$ cat config.mk
export PLATFORM = sky130hd
export DESIGN_NAME = lcd_write_sequencer
export DESIGN_NICKNAME = d
export VERILOG_FILES = /design/src/rtl/lcd_write_sequencer.sv
export SDC_FILE = /design/constraint.sdc
export NUM_CORES = 1
export LEC_CHECK = 0
export BUFFER_PORTS_ARGS = -buffer_cell sky130_fd_sc_hd__buf_2
export CAP_MARGIN = 25
export CORE_UTILIZATION = 30
export CTS_CLUSTER_SIZE = 10
export DETAILED_ROUTE_END_ITERATION = 6
export SYNTH_ARGS = -nofsm -noshare
export SYNTH_HDL_FRONTEND = slang
export SYNTH_SLANG_ARGS = --single-unit
export TNS_END_PERCENT = 100
$ cat constraint.sdc
create_clock -name clk -period 7.7 [get_ports clk]
set_input_delay 1.54 -clock clk [delete_from_list [all_inputs] [get_ports clk]]
set_output_delay 1.54 -clock clk [all_outputs]
set_load 0.005 [all_outputs]
$ cat src/rtl/lcd_write_sequencer.sv
// HD44780 8-bit write-only sequencer: input FIFO, power-up init, RS/E timing, column tracking.
// Define LCD_AUTOWRAP_EN to have the sequencer insert line-wrap commands after columns 15 and 31.
module lcd_write_sequencer #(
  parameter int unsigned DEPTH   = 4,
  parameter int unsigned T_PWR   = 1000000,
  parameter int unsigned T_SETUP = 2,
  parameter int unsigned T_EN    = 25,
  parameter int unsigned T_CMD   = 2500,
  parameter int unsigned T_CLR   = 100000
) (
  input  logic       clk,
  input  logic       rst,
  input  logic [8:0] in_word,
  input  logic       in_valid,
  output logic       in_ready,
  output logic       lcd_rs,
  output logic       lcd_rw,
  output logic       lcd_e,
  output logic [7:0] lcd_data,
  output logic       init_done,
  output logic       busy
);
  localparam int unsigned AW   = $clog2(DEPTH);
  localparam int unsigned M1   = (T_PWR > T_CLR) ? T_PWR : T_CLR;
  localparam int unsigned M2   = (T_CMD > T_EN) ? T_CMD : T_EN;
  localparam int unsigned M3   = (M2 > T_SETUP) ? M2 : T_SETUP;
  localparam int unsigned TMAX = (M1 > M3) ? M1 : M3;
  localparam int unsigned CW   = $clog2(TMAX + 1);
  localparam logic [AW:0] FULL_CNT = (AW+1)'(DEPTH);

  typedef enum logic [2:0] {
    S_PWR, S_LOAD, S_IDLE, S_SETUP, S_EN, S_WAIT
  } state_t;

  state_t        state_q, state_d;
  logic [CW-1:0] cnt_q, cnt_d;
  logic [8:0]    word_q, word_d;
  logic          e_q, e_d;
  logic [2:0]    init_idx_q, init_idx_d;
  logic          init_done_q, init_done_d;
  logic          cur_init_q, cur_init_d;
  logic [4:0]    col_q, col_d;
  logic [8:0]    mem_q [DEPTH];
  logic [8:0]    mem_d [DEPTH];
  logic [AW-1:0] rd_q, rd_d, wr_q, wr_d;
  logic [AW:0]   count_q, count_d;
  logic          push, pop;
  logic [8:0]    rom_word;
  logic [CW-1:0] wait_last;
`ifdef LCD_AUTOWRAP_EN
  logic          wrap_pend_q, wrap_pend_d;
  logic [8:0]    wrap_word_q, wrap_word_d;
`endif

  assign in_ready  = (count_q < FULL_CNT);
  assign lcd_rs    = word_q[8];
  assign lcd_data  = word_q[7:0];
  assign lcd_rw    = 1'b0;
  assign lcd_e     = e_q;
  assign init_done = init_done_q;
  assign busy      = (state_q != S_IDLE);

  always_comb begin
    rom_word = 9'h038;
    case (init_idx_q[1:0])
      2'd0:    rom_word = 9'h038;
      2'd1:    rom_word = 9'h00C;
      2'd2:    rom_word = 9'h006;
      default: rom_word = 9'h001;
    endcase
  end

  // Clear and home need the long post-write delay.
  assign wait_last = (word_q == 9'h001 || word_q == 9'h002) ? CW'(T_CLR - 1) : CW'(T_CMD - 1);

  always_comb begin
    push    = in_valid && in_ready;
    mem_d   = mem_q;
    wr_d    = wr_q;
    rd_d    = rd_q;
    count_d = count_q;
    if (push) begin
      mem_d[wr_q] = in_word;
      wr_d        = wr_q + AW'(1);
    end
    if (pop) rd_d = rd_q + AW'(1);
    case ({push, pop})
      2'b10:   count_d = count_q + (AW+1)'(1);
      2'b01:   count_d = count_q - (AW+1)'(1);
      default: count_d = count_q;
    endcase
  end

  always_comb begin
    state_d     = state_q;
    cnt_d       = cnt_q;
    word_d      = word_q;
    init_idx_d  = init_idx_q;
    init_done_d = init_done_q;
    cur_init_d  = cur_init_q;
    col_d       = col_q;
    pop         = 1'b0;
`ifdef LCD_AUTOWRAP_EN
    wrap_pend_d = wrap_pend_q;
    wrap_word_d = wrap_word_q;
`endif
    case (state_q)
      S_PWR: begin
        if (cnt_q == CW'(T_PWR - 1)) begin
          state_d = S_LOAD;
          cnt_d   = '0;
        end else begin
          cnt_d = cnt_q + CW'(1);
        end
      end
      S_LOAD: begin
        cnt_d = '0;
        if (init_idx_q < 3'd4) begin
          word_d     = rom_word;
          init_idx_d = init_idx_q + 3'd1;
          cur_init_d = 1'b1;
          state_d    = S_SETUP;
        end
`ifdef LCD_AUTOWRAP_EN
        else if (wrap_pend_q) begin
          word_d      = wrap_word_q;
          wrap_pend_d = 1'b0;
          cur_init_d  = 1'b0;
          state_d     = S_SETUP;
        end
`endif
        else if (count_q != '0) begin
          word_d     = mem_q[rd_q];
          pop        = 1'b1;
          cur_init_d = 1'b0;
          state_d    = S_SETUP;
        end else begin
          state_d = S_IDLE;
        end
      end
      S_IDLE: begin
`ifdef LCD_AUTOWRAP_EN
        if (count_q != '0 || wrap_pend_q) state_d = S_LOAD;
`else
        if (count_q != '0) state_d = S_LOAD;
`endif
      end
      S_SETUP: begin
        if (cnt_q == CW'(T_SETUP - 1)) begin
          state_d = S_EN;
          cnt_d   = '0;
        end else begin
          cnt_d = cnt_q + CW'(1);
        end
      end
      S_EN: begin
        if (cnt_q == CW'(T_EN - 1)) begin
          state_d = S_WAIT;
          cnt_d   = '0;
        end else begin
          cnt_d = cnt_q + CW'(1);
        end
      end
      S_WAIT: begin
        if (cnt_q == wait_last) begin
          state_d = S_LOAD;
          cnt_d   = '0;
          if (cur_init_q) begin
            if (init_idx_q == 3'd4) begin
              init_done_d = 1'b1;
              col_d       = '0;
            end
          end else if (word_q[8]) begin
`ifdef LCD_AUTOWRAP_EN
            if (col_q == 5'd31) begin
              col_d       = '0;
              wrap_pend_d = 1'b1;
              wrap_word_d = 9'h080;
            end else begin
              col_d = col_q + 5'd1;
              if (col_q == 5'd15) begin
                wrap_pend_d = 1'b1;
                wrap_word_d = 9'h0C0;
              end
            end
`else
            col_d = col_q + 5'd1;
`endif
          end else if (word_q[7:0] == 8'h01 || word_q[7:0] == 8'h02) begin
            col_d = '0;
          end else if (word_q[7:4] == 4'h8) begin
            col_d = {1'b0, word_q[3:0]};
          end else if (word_q[7:4] == 4'hC) begin
            col_d = {1'b1, word_q[3:0]};
          end
        end else begin
          cnt_d = cnt_q + CW'(1);
        end
      end
      default: begin
        state_d = S_PWR;
        cnt_d   = '0;
      end
    endcase
    e_d = (state_d == S_EN);
  end

  always_ff @(posedge clk) begin
    if (rst) begin
      state_q     <= S_PWR;
      cnt_q       <= '0;
      word_q      <= '0;
      e_q         <= 1'b0;
      init_idx_q  <= '0;
      init_done_q <= 1'b0;
      cur_init_q  <= 1'b0;
      col_q       <= '0;
      rd_q        <= '0;
      wr_q        <= '0;
      count_q     <= '0;
`ifdef LCD_AUTOWRAP_EN
      wrap_pend_q <= 1'b0;
      wrap_word_q <= '0;
`endif
    end else begin
      state_q     <= state_d;
      cnt_q       <= cnt_d;
      word_q      <= word_d;
      e_q         <= e_d;
      init_idx_q  <= init_idx_d;
      init_done_q <= init_done_d;
      cur_init_q  <= cur_init_d;
      col_q       <= col_d;
      rd_q        <= rd_d;
      wr_q        <= wr_d;
      count_q     <= count_d;
`ifdef LCD_AUTOWRAP_EN
      wrap_pend_q <= wrap_pend_d;
      wrap_word_q <= wrap_word_d;
`endif
    end
  end

  always_ff @(posedge clk) begin
    mem_q <= mem_d;
  end

endmodule

==> impl_metrics.ini <==
[status]
status = complete, but fails checks
violations = DRC

[power]
seq_power_share = 0.514
cellPowerDensity_nw_per_um2 = 207.4
p_switching_w = 0.0002104
ir_drop_mv = 0.1170
comb_power_share = 0.041
p_leak_nw = 1.498
p_int_w = 0.0007005
switching_share = 0.2310
p_clk_frac = 0.445

[yosys]
syn_avg_cell_area_sq_um = 10.26
synth_flop_cell = dfxtp_1
synth_area_sq_um = 3879
ys_seq_area_frac = 0.5110
synth-seq-cells = 81
yosys_warnings = 0
async_flop_share = 0
synth_edf_count = 36
syn_nets = 402
synthCells = 378
yosysUniqueCellTypes = 54

[clocking]
path_clk_slew_ps = 60
cts.sinks = 81
htreeDepth = 3
hold_buffers = 0
cts-root-buf = clkbuf_16
cts-resized-gates = 0
clockBufferDepth = 2
tritoncts = yes
clock_latency_ps = 340
post-cts-setup-buffer-count = 0
cts_buffers = 9

[timing]
maxSlewHeadroom = 0.4576
final.min_clock_period_ps = 2893
rsz0062_at_grt = no
finalMaxSlewViolations = 0
finClkSkew_ps = 6.252
tns_ps = 0
hold_viol_final = 0
fin_crit_sh = 0.3757
worst_slew_pin_slew_ps = 811.9
setup_viol = 0
timing.fmax_mhz = 345.7

[setup_path]
cp.arrival_ps = 1350
end_kind = primary output
cp_max_fo = 12
worstPathCellList = nor2_1 -> inv_1 -> buf_2
critical_path_required_ps = 6160
cp_slowest_cell = dfxtp_1
crit_path_start_kind = flop
crit_type = flop to primary output
max_stage_delay_ps = 560

[die]
die_area_sq_um = 13390
rows = 41
initial_core_util = 0.3074
chipWidth_um = 115.7
die-height_um = 115.7
pin_count = 26
core_sq_um = 12620

[finish]
final_util = 0.3480
multi_input_area_sq_um = 1712
fillerInstances = 1290
antennaDiodeCount = 0
area_delta_synth_final_pct = 13.23
seq_area_sq_um = 1982
drive_gt1_frac = 0.1519
final_nets = 414
stdcell_count = 567

[global_routing]
grt_start_max_net_pins = 45
grt_usage = 0.1285
grt-ovfl-total = 0
grt_pass1_vias = 2734
antenna_found_initial = 0
grt_pass1_wl_um = 13150

[detailed_routing]
drt_iter0_drc = 143
ant_nets = 0
wirelength_um = 7966
drcViolationCount = 2
vias = 2815
routedWlPerCell_um = 14.05
viasPerCell = 4.965
drt-pass1-iter-count = 7

[placed_design]
dp_cells = 551
place_congestion = 0.7723
hpwl_um = 5410
portBuffers = 24

[flow_run]
cap_violations = 0

[min_path]
hold_path_class = flop to flop
==> final timing paths <==
path,to,from,depth (start not counted),slack (ps)
worst min register to register,cur_init_q,cur_init_q,2,490
worst max register to register,count_q[2],state_q[1],9,5030
worst max-delay path,busy,state_q[2],3,4810
worst min-delay path,cur_init_q,cur_init_q,2,490
==> Yosys cell counts, types with 2 or more instances <==
cell type	number	area [sq um]
nor3_1	19	95.09
a211oi_1	8	60.06
a21oi_1	17	85.08
nand3_1	8	40.04
or4_1	2	15.01
mux4_2	9	202.7
nand2_1	31	116.4
nand3b_1	3	22.52
clkbuf_1	18	67.56
inv_1	17	63.81
or2_2	2	12.51
nand2b_1	3	18.77
or3_1	3	18.77
nor2b_1	6	37.54
and2_1	7	43.79
xnor2_1	5	43.79
a31oi_1	5	31.28
edfxtp_1	36	1081
buf_6	3	33.78
o22ai_1	9	56.30
mux2i_1	5	50.05
a311oi_1	2	17.52
nand4_1	6	37.54
xor2_1	7	61.31
nor4_1	7	43.79
a22oi_1	3	22.52
buf_1	2	7.510
dfxtp_1	45	900.9
o21ai_1	5	25.02
and3_1	3	18.77
o211ai_2	2	25.02
ha_1	11	137.6
nor2_1	40	150.1
o21ai_0	9	45.04
==> layout make-up <==
cell class,count,area share
Sequential cell,81,0.4513
Multi-Input combinational cell,255,0.3897
Clock buffer,9,0.05128
Tap cell,172,0.04900
Timing Repair Buffer,26,0.03077
Inverter,17,0.01453
Clock inverter,7,0.01339
==> power groups by stage <==
stage               Combinational [W]  Clock (W)  Sequential, W
global placement            0.0000366          0       0.000477
CTS                         0.0000382   0.000418       0.000468
detailed placement          0.0000381          0       0.000478
global route                0.0000423   0.000432       0.000470
finish                      0.0000371   0.000405       0.000468
floorplan                   0.0000273          0       0.000476
==> critical path, delay by kind of cell, from the launching register on <==
| kind | cells | cell delay (ps) |
|---|---|---|
| buffers and inverters | 2 | 340 |
| flip-flops | 1 | 560 |
| AND/OR/NAND/NOR | 1 | 120 |
==> layout by cell type (no fill, tap or decap), drive strengths merged, types with 11 or more instances in the layout <==
cell type  synthesis  layout
inv               17      21
o21ai             14      14
edfxtp            36      36
nor3              19      19
nand2             31      31
buf                7      26
dfxtp             45      45
a21oi             17      17
nor2              40      40
ha                11      11
==> per-stage QoR <==
step | area [sq um] | setup slack, ps | power (W) | hold slack [ps]
after floorplan | 3879 | 4618 | 0.0005029 | 448.3
after global placement | 4108 | 4542 | 0.0005140 | 464.8
after detailed placement | 4108 | 4500 | 0.0005160 | 476.4
after CTS | 4392 | 4777 | 0.0009249 | 491.9
after global routing | 4392 | 4716 | 0.0009444 | 524.3
final | 4392 | 4807 | 0.0009109 | 486.9
==> state kept, by name, indices dropped and copies added, names as in the netlist <==
name and flops:
mem_q 36, cnt_q 20, word_q 9, count_q 3, init_idx_q 3, state_q 3
rd_q 2, wr_q 2, cur_init_q 1, init_done 1, lcd_e 1
==> per-layer routing <==
metal | track usage | wire length, um
met3 | 0.03661 | 308
met4 | 0.05214 | 159
met2 | 0.2116 | 3831
met5 | 0 | 0
met1 | 0.1587 | 3666
==> kinds of logic (layout without fill, tap and decap cells) <==
group | after synthesis | after routing | share of synthesized area
AOI/OAI and AO/OA | 71 | 71 | 0.1216
xor gates and xnor gates | 12 | 12 | 0.02710
adders and majority gates | 12 | 12 | 0.04064
buffers and inverters | 42 | 59 | 0.04774
DFF | 81 | 81 | 0.5110
muxes | 14 | 14 | 0.06516
other | 1 | 1 | 0.0009668
and+or+nand+nor | 145 | 145 | 0.1858
Note: power is estimated with default switching activity, not from simulation.
